### src/rtl/operand_fetch.sv
// Operand fetch stage: decodes register fields, reads the register file with
// writeback bypass, and registers an operand bundle behind a valid/ready handshake.
module operand_fetch #(
    parameter int DATA_W = 32,
    parameter int REG_AW = 5
) (
    input  logic              clk,
    input  logic              reset,
    input  logic              in_valid,
    output logic              in_ready,
    input  logic [DATA_W-1:0] instr,
    input  logic [DATA_W-1:0] in_pc,
    output logic [REG_AW-1:0] Aa,
    output logic [REG_AW-1:0] Ab,
    input  logic [DATA_W-1:0] Da,
    input  logic [DATA_W-1:0] Db,
    input  logic              wb_en,
    input  logic [REG_AW-1:0] wb_addr,
    input  logic [DATA_W-1:0] wb_data,
    input  logic              flush,
    output logic              out_valid,
    input  logic              out_ready,
    output logic [DATA_W-1:0] out_opA,
    output logic [DATA_W-1:0] out_opB,
    output logic [REG_AW-1:0] out_rs,
    output logic [REG_AW-1:0] out_rt,
    output logic [REG_AW-1:0] out_rd,
    output logic [DATA_W-1:0] out_imm,
    output logic [DATA_W-1:0] out_pc,
    output logic [5:0]        out_opcode
);

    localparam logic [5:0] OP_LW = 6'b100011;

    logic [REG_AW-1:0] rs;
    logic [REG_AW-1:0] rt;
    logic [REG_AW-1:0] rd;
    logic [5:0]        opcode;
    logic [DATA_W-1:0] imm_ext;
    logic [DATA_W-1:0] op_a;
    logic [DATA_W-1:0] op_b;
    logic              advance;
    logic              hazard;
    logic              accept;

    assign rs      = instr[21 +: REG_AW];
    assign rt      = instr[16 +: REG_AW];
    assign rd      = instr[11 +: REG_AW];
    assign opcode  = instr[31:26];
    assign imm_ext = {{(DATA_W-16){instr[15]}}, instr[15:0]};

    assign Aa = rs;
    assign Ab = rt;

    // Register 0 is hardwired to zero, so it wins over any bypassed write.
    always_comb begin
        op_a = Da;
        if (rs == '0)
            op_a = '0;
        else if (wb_en && (wb_addr == rs))
            op_a = wb_data;
    end

    always_comb begin
        op_b = Db;
        if (rt == '0)
            op_b = '0;
        else if (wb_en && (wb_addr == rt))
            op_b = wb_data;
    end

    // Load-use: the held load's result is not available until after this stage.
    assign advance = !out_valid || out_ready;
    assign hazard  = in_valid && out_valid && (out_opcode == OP_LW) && (out_rt != '0)
                     && ((out_rt == rs) || (out_rt == rt));
    assign in_ready = !reset && advance && !hazard && !flush;
    assign accept   = in_valid && in_ready;

    always_ff @(posedge clk) begin
        if (reset) begin
            out_valid  <= 1'b0;
            out_opA    <= '0;
            out_opB    <= '0;
            out_rs     <= '0;
            out_rt     <= '0;
            out_rd     <= '0;
            out_imm    <= '0;
            out_pc     <= '0;
            out_opcode <= '0;
        end else if (flush) begin
            out_valid <= 1'b0;
        end else if (advance) begin
            if (accept) begin
                out_valid  <= 1'b1;
                out_opA    <= op_a;
                out_opB    <= op_b;
                out_rs     <= rs;
                out_rt     <= rt;
                out_rd     <= rd;
                out_imm    <= imm_ext;
                out_pc     <= in_pc;
                out_opcode <= opcode;
            end else begin
                out_valid <= 1'b0;
            end
        end
    end

endmodule

### config.mk
export PLATFORM = sky130hd
export DESIGN_NAME = operand_fetch
export DESIGN_NICKNAME = d
export VERILOG_FILES = /design/src/rtl/operand_fetch.sv
export SDC_FILE = /design/constraint.sdc
export NUM_CORES = 1
export LEC_CHECK = 0
export ABC_AREA = 1
export CAP_MARGIN = 20
export CORE_ASPECT_RATIO = 1.1
export CORE_MARGIN = 2
export CORE_UTILIZATION = 38
export DETAILED_ROUTE_END_ITERATION = 16
export GPL_TIMING_DRIVEN = 0
export PLACE_DENSITY_LB_ADDON = 0.08
export SYNTH_ARGS = -nofsm -noshare
export SYNTH_HDL_FRONTEND = slang
export SYNTH_SLANG_ARGS = --single-unit
### constraint.sdc
create_clock -name clk -period 1.55 [get_ports clk]
set_clock_uncertainty 0.2 [all_clocks]
set_input_delay 0.31 -clock clk [delete_from_list [all_inputs] [get_ports clk]]
set_output_delay 0.31 -clock clk [all_outputs]
set_load 0.05 [all_outputs]
## Word-level counts from Yosys, hierarchy flattened

Cells that the tools add are included.

- Output and inout bits: 161
- Input bits: 171
- Logic and storage cells: 41
- Bits in registers: 134

- Equality and inequality tests: 5
- Bitwise logic cells: 1
- Muxes and demuxes: 5
- Reduce and logical (&&, ||, !) cells: 21

Operators with widths:

| kind | count |
|---|---|
| two-way mux 32 bit | 4 |
| equality test 5 bit | 4 |
| logical AND 1 bit | 10 |
| zero test 5 bit | 2 |
| equality test 6 bit (second input constant) | 1 |
| nonzero test 5 bit | 1 |
| zero test 1 bit | 4 |
| AND reduction 3 bit | 1 |
| logical OR 1 bit | 2 |
| OR reduction 2 bit | 1 |
| two-way mux 1 bit | 1 |
| NOT 1 bit | 1 |

## Depth between registers and ports, before layout

- Depth in word-level cells: 9
- Depth in mapped cells: 13
- Depth with buffers taken out: 11

## Worst setup path before layout

Ideal clock, no wire load.

- Path kind: flip-flop to output port
- Start point: register out_rt[0]
- End point: output in_ready
- Buffers on the path: 0
- Arrival time: 2,159 ps
- Stages on the path, launching flop included: 7
- Data required time: 1,040 ps
- Setup slack: -1,119 ps
- Cell sequence: dfxtp_1 nor2_1 nor2_1 nor2_1 nand3_1 nand2_1 a21boi_0

- Cells in the longest elaborated chain, start to end: 6
- Elaborated cells on any way between the ends: 9
- Those cells by class: eq/ne: 2; reduce/logical: 7

Ends and longest elaborated chain:

| item | RTL line | text |
|---|---|---|
| from (decl) | 26 | `output logic [REG_AW-1:0] out_rt,` |
| from (signal assigned) | 98 | `out_rt <= rt;` |
| equality test 5 bit / nonzero test 5 bit (equally long branches) | 75, 74 |  |
| logical OR 1 bit / logical AND 1 bit (equally long branches) | 75, 74 |  |
| logical AND 1 bit (*) | 75 | `&& ((out_rt == rs) \|\| (out_rt == rt));` |
| zero test 1 bit (*) | 76 | `assign in_ready = !reset && advance && !hazard && !flush;` |
| logical AND 1 bit (*) (2 in series) | 76 |  |
| to (decl) | 10 | `output logic in_ready,` |

Mark *: on every way between the ends. The rest lies on a longest branch, timed or not.

## Worst setup path after layout

- Start point: register out_rt[2]
- End point: output in_ready

Same word-level chain as after synthesis.

==> out/qor.yml <==
worst_path_max_delay_cell: "dfxtp_4"
post-route-drc-count: 0
max_slew_margin_pct: 56.96
syn2layout_area_growth_pct: 59.94
yosysUniqueCellTypes: 25
synth_seq_cells: 129
rr_worst_depth: 10
yosysTopAreaCell: "dfxtp_1"
sw_frac_of_total_pct: 34.56
via_count: 8246
failed_checks: "setup timing"
setup_violations: 152
crit_family: "flip-flops"
post-route-util_pct: 61.42
hold_path.class: "input port to flip-flop"
power_leakage_nw: 6.391
worst-r2r-setup-slack_ns: -0.41
ys.flop_type: "dfxtp_1"
final_cells: 1845
async_flop_share_pct: 0
yosys-top-cells-count: "387 x nand2_1, 334 x nor2_1, 166 x inv_1, 129 x dfxtp_1, 44 x buf_4"
pwr-share-clk_pct: 38.0
wl_um: 26620
dieArea_um2: 20290
htree_levels: 4
cp.depth: 6
p_sw_mw: 3.550
clk_latency_ns: 0.43
cts_tree: "yes"
antenna_found_initial: 1
synth_nets: 1386
drt-wirelength-per-cell_um: 14.43
seqPwrFrac_pct: 34.9
drive_above_1_share_pct: 21.54
grt_pass1_vias: 7427
grt_max_degree: 17
postLayoutCellArea_um2: 11650
place.port_buffers: 331
cts_made_buffers: 17
total_power_mw: 10.27
nets: 1755
pin_count: 332
clock-sinks: 129
path_max_fanout: 4
root_buffer: "clkbuf_16"
synth_area_leaders: "dfxtp_1 35%, nand2_1 20%, nor2_1 17%, inv_1 8.6%, buf_4 4.5%"
timing.fmax_mhz: 494.8
grt_overflow: 0
dpl.cell_count: 1793
whs_path_depth: 3
synthCells: 1215
synth_top_area_share_pct: 35.46
place_ws_ns: -1.242
peakVddDrop_mv: 0.7582
dr.pass1.iters: 5
synth_edf_count: 0
critical_path_required_ns: 1.04
die_x_um: 136
status: "complete, but fails checks"
hold_slack_ns: 0.1429
fin_crit_ns: 2.021
clk_path_buf_depth: 2
netlist_area_um2: 7283
layout_setup_ws_ns: -0.4710
vias_per_cell: 4.469
slowest_delay_ns: 0.36
avgSynthCellArea_um2: 5.994
start_util_pct: 38.40
worstSetupEndpointType: "output port"
placed_area_um2: 10990
drtIter0Drc: 416
synth.most_common_cell: "nand2_1"
final_antenna_net_count: 0
fp.coreArea_um2: 18970
tns_ns: -51.87
fin_crit_sh_pct: 130.4
yosysWarnings: 0
path_buf_inv: 2
dieHeight_um: 149.2
hold_viol: 0
cp-start-kind: "flip-flop"
rows: 53
internal_power_mw: 6.720
yosysSeqAreaShare_pct: 35.46
cts.clk_slew.worst_paths_ns: 0.06
final-max-slew-violation-count: 0
path_class: "flip-flop to output port"
worstPathCellList: "inv_2 -> nand3_2 -> nor3_4 -> nor2_4 -> a21boi_4 -> buf_8"
rsz0062_at_grt: "true"
worst_pin_slew_ns: 0.6456
power_frac_comb_pct: 27.0
cp.arrival_ns: 1.51
place_hpwl_um: 19400
power_density_nw_per_um2: 881.7
track_usage_pct: 25.10
grt_pass1_wl_um: 39450
drv_cap: 0
gp_congestion: 0.8849
-- kinds of logic after synthesis --
kind of cell | synth area share, %
AOI/OAI and AO/OA | 3.814
xor gates and xnor gates | 0.6014
buffers and inverters | 18.54
DFF | 35.46
and+or+nand+nor | 41.59
-- final cells by class --
type	instances	area [µm²]
antenna	1	2.502
buffer	97	828.3
timing repair buffer	350	3181
sequential	129	2631
tap	247	309.0
clock buffer	17	425.4
multi-input combinational	814	3475
inverter	175	661.9
fill	1918	7317
clock inverter	15	135.1
-- worst min-delay path, cell delays in order --
cell           delay [ns]
dlygate4sd2_1        0.27
nor2_1               0.06
nor2_1               0.09
-- power by group through the flow --
stage,Combinational (mW),Clock [mW],Sequential (mW)
after CTS,2.73,3.99,3.59
after global routing,2.98,4.13,3.61
after detailed placement,2.71,0,3.66
after global placement,2.70,0,3.66
after floorplan,0.989,0,4.27
final,2.78,3.90,3.59
-- flip-flops by register name, indices dropped and copies added, names as in the netlist --
name / cells
out_opB: 32
out_rd: 5
out_rt: 5
out_rs: 5
out_pc: 32
out_opA: 32
out_imm: 11
out_opcode: 6
out_valid: 1
-- worst paths after layout --
path	from	to
worst max register to register	out_rt[2]$_SDFFE_PP0P_	out_opA[27]$_SDFFE_PP0P_
worst min register to register	out_opB[12]$_SDFFE_PP0P_	out_opB[12]$_SDFFE_PP0P_
worst max-delay path	out_rt[2]$_SDFFE_PP0P_	in_ready
worst min-delay path	instr[21]	out_rs[0]$_SDFFE_PP0P_
-- cell usage in the layout, fill, tap and decap left out, types with 3 or more instances in the layout --
cell             instances
a21boi_1                27
inv_2                   10
inv_1                  163
nor2_2                   7
dfxtp_4                 11
dfxtp_2                  6
nor2_1                 325
clkbuf_1                19
inv_6                    7
buf_12                   8
dlygate4sd2_1           13
nor3_4                   3
dfxtp_1                112
xor2_1                   3
nor2_4                   4
a21boi_0                 5
clkbuf_16               19
nand2_2                  3
clkdlybuf4s50_1        157
buf_8                   17
nand4_1                 32
nand3_4                  3
buf_6                   38
nand3_1                  3
clkinvlp_4               3
inv_4                    3
buf_2                   42
nand2_1                384
clkbuf_4                38
buf_4                  108
inv_8                    4
-- routing by layer --
| layer | GRT usage, % | share of wire [%] | vias to the layer above |
|---|---|---|---|
| met5 | 0 | 0 | - |
| met4 | 9.167 | 2.6 | 0 |
| met3 | 7.305 | 8.1 | 45 |
| met2 | 43.04 | 49 | 288 |
| met1 | 29.60 | 40 | 3643 |
| li1 | - | - | 4270 |
-- timing repair --
| action | in CTS | in global routing |
|---|---|---|
| setup endpoints to repair | 290 | 238 |
| cloned | 0 | 2 |
| resized for setup | 631 | 306 |
| setup buffers | 10 | 7 |
| hold buffers | 0 | 0 |
| pin swaps | 5 | 7 |
No activity file was read; power rests on OpenSTA's default activity.
